===== config.mk =====
export PLATFORM = sky130hd
export DESIGN_NAME = load_bin_ctrl_flat
export DESIGN_NICKNAME = d
export VERILOG_FILES = /design/src/rtl/load_bin_ctrl_if.sv /design/src/rtl/load_bin_ctrl.sv /design/src/flat_wrapper.sv
export SDC_FILE = /design/constraint.sdc
export NUM_CORES = 1
export LEC_CHECK = 0
export ABC_AREA = 0
export CAP_MARGIN = 20
export CORE_AREA = 2 2 437 439
export DETAILED_ROUTE_END_ITERATION = 7
export DIE_AREA = 0 0 439 441
export REMOVE_ABC_BUFFERS = 1
export SYNTH_ARGS = -nofsm -noshare
export SYNTH_HDL_FRONTEND = slang
export SYNTH_SLANG_ARGS = --single-unit

===== constraint.sdc =====
create_clock -name clk -period 4.9 [get_ports clk]
set_input_delay 0.98 -clock clk [delete_from_list [all_inputs] [get_ports clk]]
set_output_delay 0.98 -clock clk [all_outputs]
set_load 0.03 [all_outputs]

===== src/rtl/load_bin_ctrl_if.sv =====
// Clause memory bus between the bin loader and the clause store.
// Ports: read strobe/address/data (1-cycle latency), write strobe/address/data.
interface load_bin_ctrl_if #(
    parameter int WIDTH_ADDR = 18,
    parameter int WIDTH_DATA = 16
);
    logic                  mem_rd_en_o;
    logic [WIDTH_ADDR-1:0] mem_raddr_o;
    logic [WIDTH_DATA-1:0] mem_rdata_i;
    logic                  mem_wr_en_o;
    logic [WIDTH_ADDR-1:0] mem_waddr_o;
    logic [WIDTH_DATA-1:0] mem_wdata_o;

    modport master (
        output mem_rd_en_o, mem_raddr_o,
        output mem_wr_en_o, mem_waddr_o, mem_wdata_o,
        input  mem_rdata_i
    );

    modport slave (
        input  mem_rd_en_o, mem_raddr_o,
        input  mem_wr_en_o, mem_waddr_o, mem_wdata_o,
        output mem_rdata_i
    );
endinterface


===== src/rtl/load_bin_ctrl.sv =====
// Bin loader: copies one bin of clauses plus var/lvl states into the
// solver engine, starts it, then writes the clauses back to memory.
// Ports: clk/rst; start_i with bin/level/state operands; busy/done and
// captured verdict; mem (clause memory bus); engine clause/state/control.
module load_bin_ctrl #(
    parameter int NUM_CLAUSES      = 8,
    parameter int NUM_VARS         = 8,
    parameter int NUM_LVLS         = 8,
    parameter int WIDTH_BIN_ID     = 15,
    parameter int WIDTH_LVL        = 16,
    parameter int WIDTH_VAR_STATES = 19,
    parameter int WIDTH_LVL_STATES = 16
) (
    input  logic                                   clk,
    input  logic                                   rst,
    input  logic                                   start_i,
    input  logic [WIDTH_BIN_ID-1:0]                bin_id_i,
    input  logic [WIDTH_LVL-1:0]                   load_lvl_i,
    input  logic [WIDTH_LVL-1:0]                   base_lvl_i,
    input  logic [WIDTH_VAR_STATES*NUM_VARS-1:0]   vs_i,
    input  logic [WIDTH_LVL_STATES*NUM_LVLS-1:0]   ls_i,
    output logic                                   busy_o,
    output logic                                   done_o,
    output logic                                   sat_o,
    output logic                                   unsat_o,
    output logic [WIDTH_LVL-1:0]                   bkt_lvl_o,
    output logic [WIDTH_VAR_STATES*NUM_VARS-1:0]   vs_o,
    load_bin_ctrl_if.master                        mem,
    output logic [NUM_CLAUSES-1:0]                 wr_carray_o,
    output logic [NUM_VARS*2-1:0]                  clause_o,
    output logic [NUM_CLAUSES-1:0]                 rd_carray_o,
    input  logic [NUM_VARS*2-1:0]                  clause_i,
    output logic [NUM_VARS-1:0]                    wr_var_states_o,
    output logic [WIDTH_VAR_STATES*NUM_VARS-1:0]   vars_states_o,
    input  logic [WIDTH_VAR_STATES*NUM_VARS-1:0]   vars_states_i,
    output logic [NUM_LVLS-1:0]                    wr_lvl_states_o,
    output logic [WIDTH_LVL_STATES*NUM_LVLS-1:0]   lvl_states_o,
    output logic                                   start_core_o,
    output logic                                   base_lvl_en_o,
    output logic [WIDTH_LVL-1:0]                   cur_bin_num_o,
    output logic [WIDTH_LVL-1:0]                   load_lvl_o,
    output logic [WIDTH_LVL-1:0]                   base_lvl_o,
    input  logic                                   done_core_i,
    input  logic                                   sat_i,
    input  logic                                   unsat_i,
    input  logic [WIDTH_LVL-1:0]                   bkt_lvl_i
);
    localparam int CW = $clog2(NUM_CLAUSES);
    localparam int NW = $clog2(NUM_CLAUSES + 1);
    localparam int AW = WIDTH_BIN_ID + CW;
    localparam logic [NW-1:0] LAST = NW'(NUM_CLAUSES);

    typedef enum logic [2:0] {
        IDLE, LOAD_C, LOAD_S, START, WAIT, RD_C, DONE
    } state_t;

    state_t state, state_n;

    logic [NW-1:0]                         cnt;
    logic [CW-1:0]                         idx, idx_prev;
    logic                                  first, more;
    logic [WIDTH_BIN_ID-1:0]               bin_q;
    logic [WIDTH_LVL-1:0]                  load_q, base_q;
    logic [WIDTH_VAR_STATES*NUM_VARS-1:0]  vs_q;
    logic [WIDTH_LVL_STATES*NUM_LVLS-1:0]  ls_q;
    logic                                  rd_en, wr_en;
    logic [AW-1:0]                         raddr, waddr;
    logic [NUM_VARS*2-1:0]                 wdata;

    // cnt walks 0..NUM_CLAUSES: the extra step drains the one-cycle
    // latency of the memory (load) or of the engine (readback).
    assign idx      = cnt[CW-1:0];
    assign idx_prev = CW'(cnt - 1'b1);
    assign first    = (cnt == '0);
    assign more     = (cnt != LAST);

    always_ff @(posedge clk) begin
        if (rst) state <= IDLE;
        else     state <= state_n;
    end

    always_ff @(posedge clk) begin
        if (rst)
            cnt <= '0;
        else if ((state == LOAD_C || state == RD_C) && more)
            cnt <= cnt + 1'b1;
        else
            cnt <= '0;
    end

    always_ff @(posedge clk) begin
        if (rst) begin
            bin_q     <= '0;
            load_q    <= '0;
            base_q    <= '0;
            vs_q      <= '0;
            ls_q      <= '0;
            sat_o     <= 1'b0;
            unsat_o   <= 1'b0;
            bkt_lvl_o <= '0;
            vs_o      <= '0;
        end else begin
            if (state == IDLE && start_i) begin
                bin_q  <= bin_id_i;
                load_q <= load_lvl_i;
                base_q <= base_lvl_i;
                vs_q   <= vs_i;
                ls_q   <= ls_i;
            end
            if (state == WAIT && done_core_i) begin
                sat_o     <= sat_i;
                unsat_o   <= unsat_i;
                bkt_lvl_o <= bkt_lvl_i;
                vs_o      <= vars_states_i;
            end
        end
    end

    always_comb begin
        state_n         = state;
        rd_en           = 1'b0;
        raddr           = '0;
        wr_en           = 1'b0;
        waddr           = '0;
        wdata           = '0;
        wr_carray_o     = '0;
        clause_o        = '0;
        rd_carray_o     = '0;
        wr_var_states_o = '0;
        vars_states_o   = '0;
        wr_lvl_states_o = '0;
        lvl_states_o    = '0;
        start_core_o    = 1'b0;
        base_lvl_en_o   = 1'b0;
        done_o          = 1'b0;
        unique case (state)
            IDLE: begin
                if (start_i) state_n = LOAD_C;
            end
            LOAD_C: begin
                if (more) begin
                    rd_en = 1'b1;
                    raddr = {bin_q, idx};
                end
                if (!first) begin
                    wr_carray_o = NUM_CLAUSES'(1) << idx_prev;
                    clause_o    = mem.mem_rdata_i;
                end
                if (!more) state_n = LOAD_S;
            end
            LOAD_S: begin
                wr_var_states_o = '1;
                vars_states_o   = vs_q;
                wr_lvl_states_o = '1;
                lvl_states_o    = ls_q;
                state_n         = START;
            end
            START: begin
                start_core_o  = 1'b1;
                base_lvl_en_o = 1'b1;
                state_n       = WAIT;
            end
            WAIT: begin
                if (done_core_i) state_n = RD_C;
            end
            RD_C: begin
                if (more) rd_carray_o = NUM_CLAUSES'(1) << idx;
                if (!first) begin
                    wr_en = 1'b1;
                    waddr = {bin_q, idx_prev};
                    wdata = clause_i;
                end
                if (!more) state_n = DONE;
            end
            DONE: begin
                done_o  = 1'b1;
                state_n = IDLE;
            end
            default: state_n = IDLE;
        endcase
    end

    assign mem.mem_rd_en_o = rd_en;
    assign mem.mem_raddr_o = raddr;
    assign mem.mem_wr_en_o = wr_en;
    assign mem.mem_waddr_o = waddr;
    assign mem.mem_wdata_o = wdata;

    assign busy_o        = (state != IDLE);
    assign cur_bin_num_o = WIDTH_LVL'(bin_q);
    assign load_lvl_o    = load_q;
    assign base_lvl_o    = base_q;
endmodule


===== src/flat_wrapper.sv =====
// flat-port wrapper written by rule: the top's interface ports become plain ports
module load_bin_ctrl_flat 
#(
    parameter int NUM_CLAUSES      = 8,
    parameter int NUM_VARS         = 8,
    parameter int NUM_LVLS         = 8,
    parameter int WIDTH_BIN_ID     = 15,
    parameter int WIDTH_LVL        = 16,
    parameter int WIDTH_VAR_STATES = 19,
    parameter int WIDTH_LVL_STATES = 16
)
  (clk, rst, start_i, bin_id_i, load_lvl_i, base_lvl_i, vs_i, ls_i, busy_o, done_o, sat_o, unsat_o, bkt_lvl_o, vs_o, wr_carray_o, clause_o, rd_carray_o, clause_i, wr_var_states_o, vars_states_o, vars_states_i, wr_lvl_states_o, lvl_states_o, start_core_o, base_lvl_en_o, cur_bin_num_o, load_lvl_o, base_lvl_o, done_core_i, sat_i, unsat_i, bkt_lvl_i, mem_mem_rd_en_o, mem_mem_raddr_o, mem_mem_wr_en_o, mem_mem_waddr_o, mem_mem_wdata_o, mem_mem_rdata_i);
  load_bin_ctrl_if #(.WIDTH_ADDR(18), .WIDTH_DATA(16)) mem_i ();
  input  logic clk;
  input  logic rst;
  input  logic start_i;
  input  logic [WIDTH_BIN_ID-1:0] bin_id_i;
  input  logic [WIDTH_LVL-1:0] load_lvl_i;
  input  logic [WIDTH_LVL-1:0] base_lvl_i;
  input  logic [WIDTH_VAR_STATES*NUM_VARS-1:0] vs_i;
  input  logic [WIDTH_LVL_STATES*NUM_LVLS-1:0] ls_i;
  output logic busy_o;
  output logic done_o;
  output logic sat_o;
  output logic unsat_o;
  output logic [WIDTH_LVL-1:0] bkt_lvl_o;
  output logic [WIDTH_VAR_STATES*NUM_VARS-1:0] vs_o;
  output logic [NUM_CLAUSES-1:0] wr_carray_o;
  output logic [NUM_VARS*2-1:0] clause_o;
  output logic [NUM_CLAUSES-1:0] rd_carray_o;
  input  logic [NUM_VARS*2-1:0] clause_i;
  output logic [NUM_VARS-1:0] wr_var_states_o;
  output logic [WIDTH_VAR_STATES*NUM_VARS-1:0] vars_states_o;
  input  logic [WIDTH_VAR_STATES*NUM_VARS-1:0] vars_states_i;
  output logic [NUM_LVLS-1:0] wr_lvl_states_o;
  output logic [WIDTH_LVL_STATES*NUM_LVLS-1:0] lvl_states_o;
  output logic start_core_o;
  output logic base_lvl_en_o;
  output logic [WIDTH_LVL-1:0] cur_bin_num_o;
  output logic [WIDTH_LVL-1:0] load_lvl_o;
  output logic [WIDTH_LVL-1:0] base_lvl_o;
  input  logic done_core_i;
  input  logic sat_i;
  input  logic unsat_i;
  input  logic [WIDTH_LVL-1:0] bkt_lvl_i;
  output wire logic [$bits(mem_i.mem_rd_en_o)-1:0] mem_mem_rd_en_o;
  output wire logic [$bits(mem_i.mem_raddr_o)-1:0] mem_mem_raddr_o;
  output wire logic [$bits(mem_i.mem_wr_en_o)-1:0] mem_mem_wr_en_o;
  output wire logic [$bits(mem_i.mem_waddr_o)-1:0] mem_mem_waddr_o;
  output wire logic [$bits(mem_i.mem_wdata_o)-1:0] mem_mem_wdata_o;
  input wire logic [$bits(mem_i.mem_rdata_i)-1:0] mem_mem_rdata_i;
  assign mem_mem_rd_en_o = mem_i.mem_rd_en_o;
  assign mem_mem_raddr_o = mem_i.mem_raddr_o;
  assign mem_mem_wr_en_o = mem_i.mem_wr_en_o;
  assign mem_mem_waddr_o = mem_i.mem_waddr_o;
  assign mem_mem_wdata_o = mem_i.mem_wdata_o;
  assign mem_i.mem_rdata_i = mem_mem_rdata_i;
  load_bin_ctrl #(.NUM_CLAUSES(NUM_CLAUSES), .NUM_VARS(NUM_VARS), .NUM_LVLS(NUM_LVLS), .WIDTH_BIN_ID(WIDTH_BIN_ID), .WIDTH_LVL(WIDTH_LVL), .WIDTH_VAR_STATES(WIDTH_VAR_STATES), .WIDTH_LVL_STATES(WIDTH_LVL_STATES)) u_core (.clk(clk), .rst(rst), .start_i(start_i), .bin_id_i(bin_id_i), .load_lvl_i(load_lvl_i), .base_lvl_i(base_lvl_i), .vs_i(vs_i), .ls_i(ls_i), .busy_o(busy_o), .done_o(done_o), .sat_o(sat_o), .unsat_o(unsat_o), .bkt_lvl_o(bkt_lvl_o), .vs_o(vs_o), .mem(mem_i), .wr_carray_o(wr_carray_o), .clause_o(clause_o), .rd_carray_o(rd_carray_o), .clause_i(clause_i), .wr_var_states_o(wr_var_states_o), .vars_states_o(vars_states_o), .vars_states_i(vars_states_i), .wr_lvl_states_o(wr_lvl_states_o), .lvl_states_o(lvl_states_o), .start_core_o(start_core_o), .base_lvl_en_o(base_lvl_en_o), .cur_bin_num_o(cur_bin_num_o), .load_lvl_o(load_lvl_o), .base_lvl_o(base_lvl_o), .done_core_i(done_core_i), .sat_i(sat_i), .unsat_i(unsat_i), .bkt_lvl_i(bkt_lvl_i));
endmodule

==> flow_metrics.tcl <==
set metrics [dict create \
    yosys.cell_count.top_type "nand2_1" \
    ys.flop_type "dfxtp_1" \
    worstPathMaxFanout 16 \
    grt_pass1_wl_um 150700 \
    grt_max_degree 117 \
    tightest_slew_ns 0.9178 \
    routedWlPerCell_um 17.82 \
    worst_hold_path_type "reg2reg" \
    wl_met1_um 42990 \
    yosysWarningCount 0 \
    die_area_mm2 0.1936 \
    htreeDepth 3 \
    yosysTopAreaCell "dfxtp_1" \
    synth-seq-cells 504 \
    place_congestion 0.9168 \
    maxCapViolations 0 \
    syn-instance-count 2633 \
    yosysTopAreaCellShare_pct 50.30 \
    fp.dieH_um 441 \
    finalNetCount 4194 \
    vias_per_cell 3.430 \
    path_class "reg2out" \
    syn_avg_cell_area_um2 7.618 \
    cts_tree "yes" \
    synth_edf_count 0 \
    grt.total_usage_pct 10.75 \
    drc 0 \
    grt_pass1_vias 20560 \
    start_util_pct 10.60 \
    rows 160 \
    dpl.hpwl_um 86630 \
    dp.cells 6097 \
    yosysUniqueCellTypes 34 \
    antenna_found_initial 28 \
    p_per_area_mw_per_mm2 293.9 \
    drtPass1Iterations 6 \
    wl_um 110800 \
    ys_seq_area_share_pct 50.30 \
    rsz0062_at_grt "false" \
    fp.dieW_um 439 \
    period_needed_ns 4.473 \
    cts_made_buffers 66 \
    postCtsHoldBufs 0 \
    max_slew_margin_pct 38.81 \
    setup_viol 0 \
    netlist_area_mm2 0.02006 \
    maxSlewViolCount 0 \
    drtIter0Drc 1007 \
    synthTopCellsByArea "dfxtp_1, nand2_1, a21oi_1" \
    core_area_mm2 0.1892 \
    fin_ws_ns 0.4274 \
    cts_root_buf "clkbuf_16" \
    cts_sinks 504 \
    port_buffers 1135 \
    route.top_layer_used "met5" \
    cts_buffer_depth 3 \
    async_reset_ff_share_pct 0 \
    clk_pin_slew_worst_paths_ns 0.06 \
    yosys-top-cells-count "nand2_1, dfxtp_1, a21oi_1, and2_1, clkbuf_1" \
    cts_setup_buffers 0 \
    drive_above_1_share_pct 4.482 \
    crit_path_end_kind "output pin" \
    skew_ns 0.02829 \
    run_status "completed" \
    ant_nets 0 \
    fin_util_pct 19.16 \
    syn_to_final_growth_pct 80.69 \
    met2WireLength_um 56080 \
    hold_viol 0 \
    vias 21330 \
    ctsResizeCount 0 \
    start_kind "flop" \
    max-vdd-ir-drop_mv 0.1978 \
    final_cells 6219 \
    leakagePower_uw 0.01242 \
    fmax_ghz 0.2236 \
    overflow 0 \
    crit_required_ns 3.92 \
    wl_met3_um 8014 \
    finalCritPeriodShare_pct 91.28 \
    worstSkewPairLatency_ns 0.64 \
    pre_cts_ws_ns 1.151 \
    worst_ep_arrival_time_ns 3.49 \
    pin_count 1137 \
    nFillCells 21130 \
]
[metrics by stage]
stage	power [uW]	hold slack (ns)	setup TNS, ns	area [um^2]
CTS	10900	0.4494	0	36230
detailed placement	5737	0.4418	0	34010
floorplan	4949	0.4257	-9670.23	18940
global placement	5722	0.4374	0	34010
global route	11130	0.4627	0	36240
finish	10650	0.4475	0	36240
[per-layer routing]
metal | vias to the layer above | GRT usage [%]
met3 | 173 | 3.202
met1 | 10010 | 12.22
li1 | 10370 | -
met2 | 752 | 19.00
met5 | - | 0
met4 | 18 | 3.653
[kinds of logic after synthesis]
logic type | Yosys count | synth area share, %
buffers and inverters | 229 | 5.658
muxes | 1 | 0.05614
AOI/OAI and AO/OA | 503 | 12.61
adders and majority gates | 7 | 0.4366
other | 1 | 0.01870
and+or+nand+nor | 1386 | 30.83
xor gates and xnor gates | 2 | 0.08735
DFF | 504 | 50.30
[cell usage in the layout (no fill, tap or decap), types with 2 or more instances in the layout]
| cell type | netlist | layout |
|---|---|---|
| clkinv_8 | 0 | 2 |
| clkbuf_8 | 0 | 12 |
| nand2_1 | 995 | 995 |
| xor2_1 | 2 | 2 |
| clkinv_4 | 0 | 3 |
| a21oi_1 | 498 | 497 |
| dfxtp_1 | 504 | 504 |
| clkdlybuf4s50_1 | 0 | 1128 |
| nor2_1 | 12 | 10 |
| nand3b_1 | 2 | 2 |
| nor3_1 | 4 | 4 |
| buf_4 | 30 | 32 |
| clkinvlp_4 | 0 | 6 |
| and3_1 | 6 | 6 |
| nor3b_1 | 3 | 2 |
| ha_1 | 7 | 7 |
| clkbuf_1 | 119 | 10 |
| buf_12 | 0 | 16 |
| inv_6 | 0 | 3 |
| bufinv_16 | 0 | 5 |
| diode_2 | 0 | 4 |
| clkinv_2 | 0 | 9 |
| and2_1 | 354 | 354 |
| inv_1 | 5 | 5 |
| clkbuf_16 | 0 | 67 |
[critical path: stages (launching register included)]
cell and delay, ns:
dfxtp_1 0.67, or3b_1 0.53, nor2_1 0.70, and2_1 0.26, clkdlybuf4s50_1 0.68
[registers in the layout, summed over array words and instances (netlist names)]
| name | count |
|---|---|
| u_core.unsat_o | 1 |
| u_core.bin_q | 15 |
| u_core.ls_q | 128 |
| u_core.bkt_lvl_o | 16 |
| u_core.load_lvl_o | 16 |
| u_core.vs_o | 152 |
| u_core.cnt | 4 |
| u_core.state | 3 |
| u_core.sat_o | 1 |
| u_core.vs_q | 152 |
| u_core.base_lvl_o | 16 |
[report_power, final]
part / internal (uW) / switching (uW) / total, uW
sequential: 4290 / 126 / 4420
clock: 2980 / 2040 / 5020
combinational: 602 / 616 / 1220
[cell type report]
type	count	area, um^2	area share [%]
clock inverters	29	345.3	0.9528
diodes	4	10.01	0.02762
repair buffers	1177	11870	32.74
well taps	2511	3142	8.668
flip-flops and latches	504	10090	27.84
multi-input cells	1900	8892	24.53
clock buffers	89	1879	5.185
inverters	5	18.77	0.05178
[final timing paths]
kind	cells past startpoint	slack (ns)	start	endpoint
min reg2reg	2	0.45	u_core.ls_q[53]$_SDFFE_PP0P_	u_core.ls_q[53]$_SDFFE_PP0P_
max	4	0.43	u_core.state[0]$_SDFFE_PP0P_	clause_o[10]
min	2	0.45	u_core.ls_q[53]$_SDFFE_PP0P_	u_core.ls_q[53]$_SDFFE_PP0P_
max reg2reg	4	2.47	u_core.state[0]$_SDFFE_PP0P_	u_core.vs_q[14]$_SDFFE_PP0P_
No activity file was read; power rests on OpenSTA's default activity.
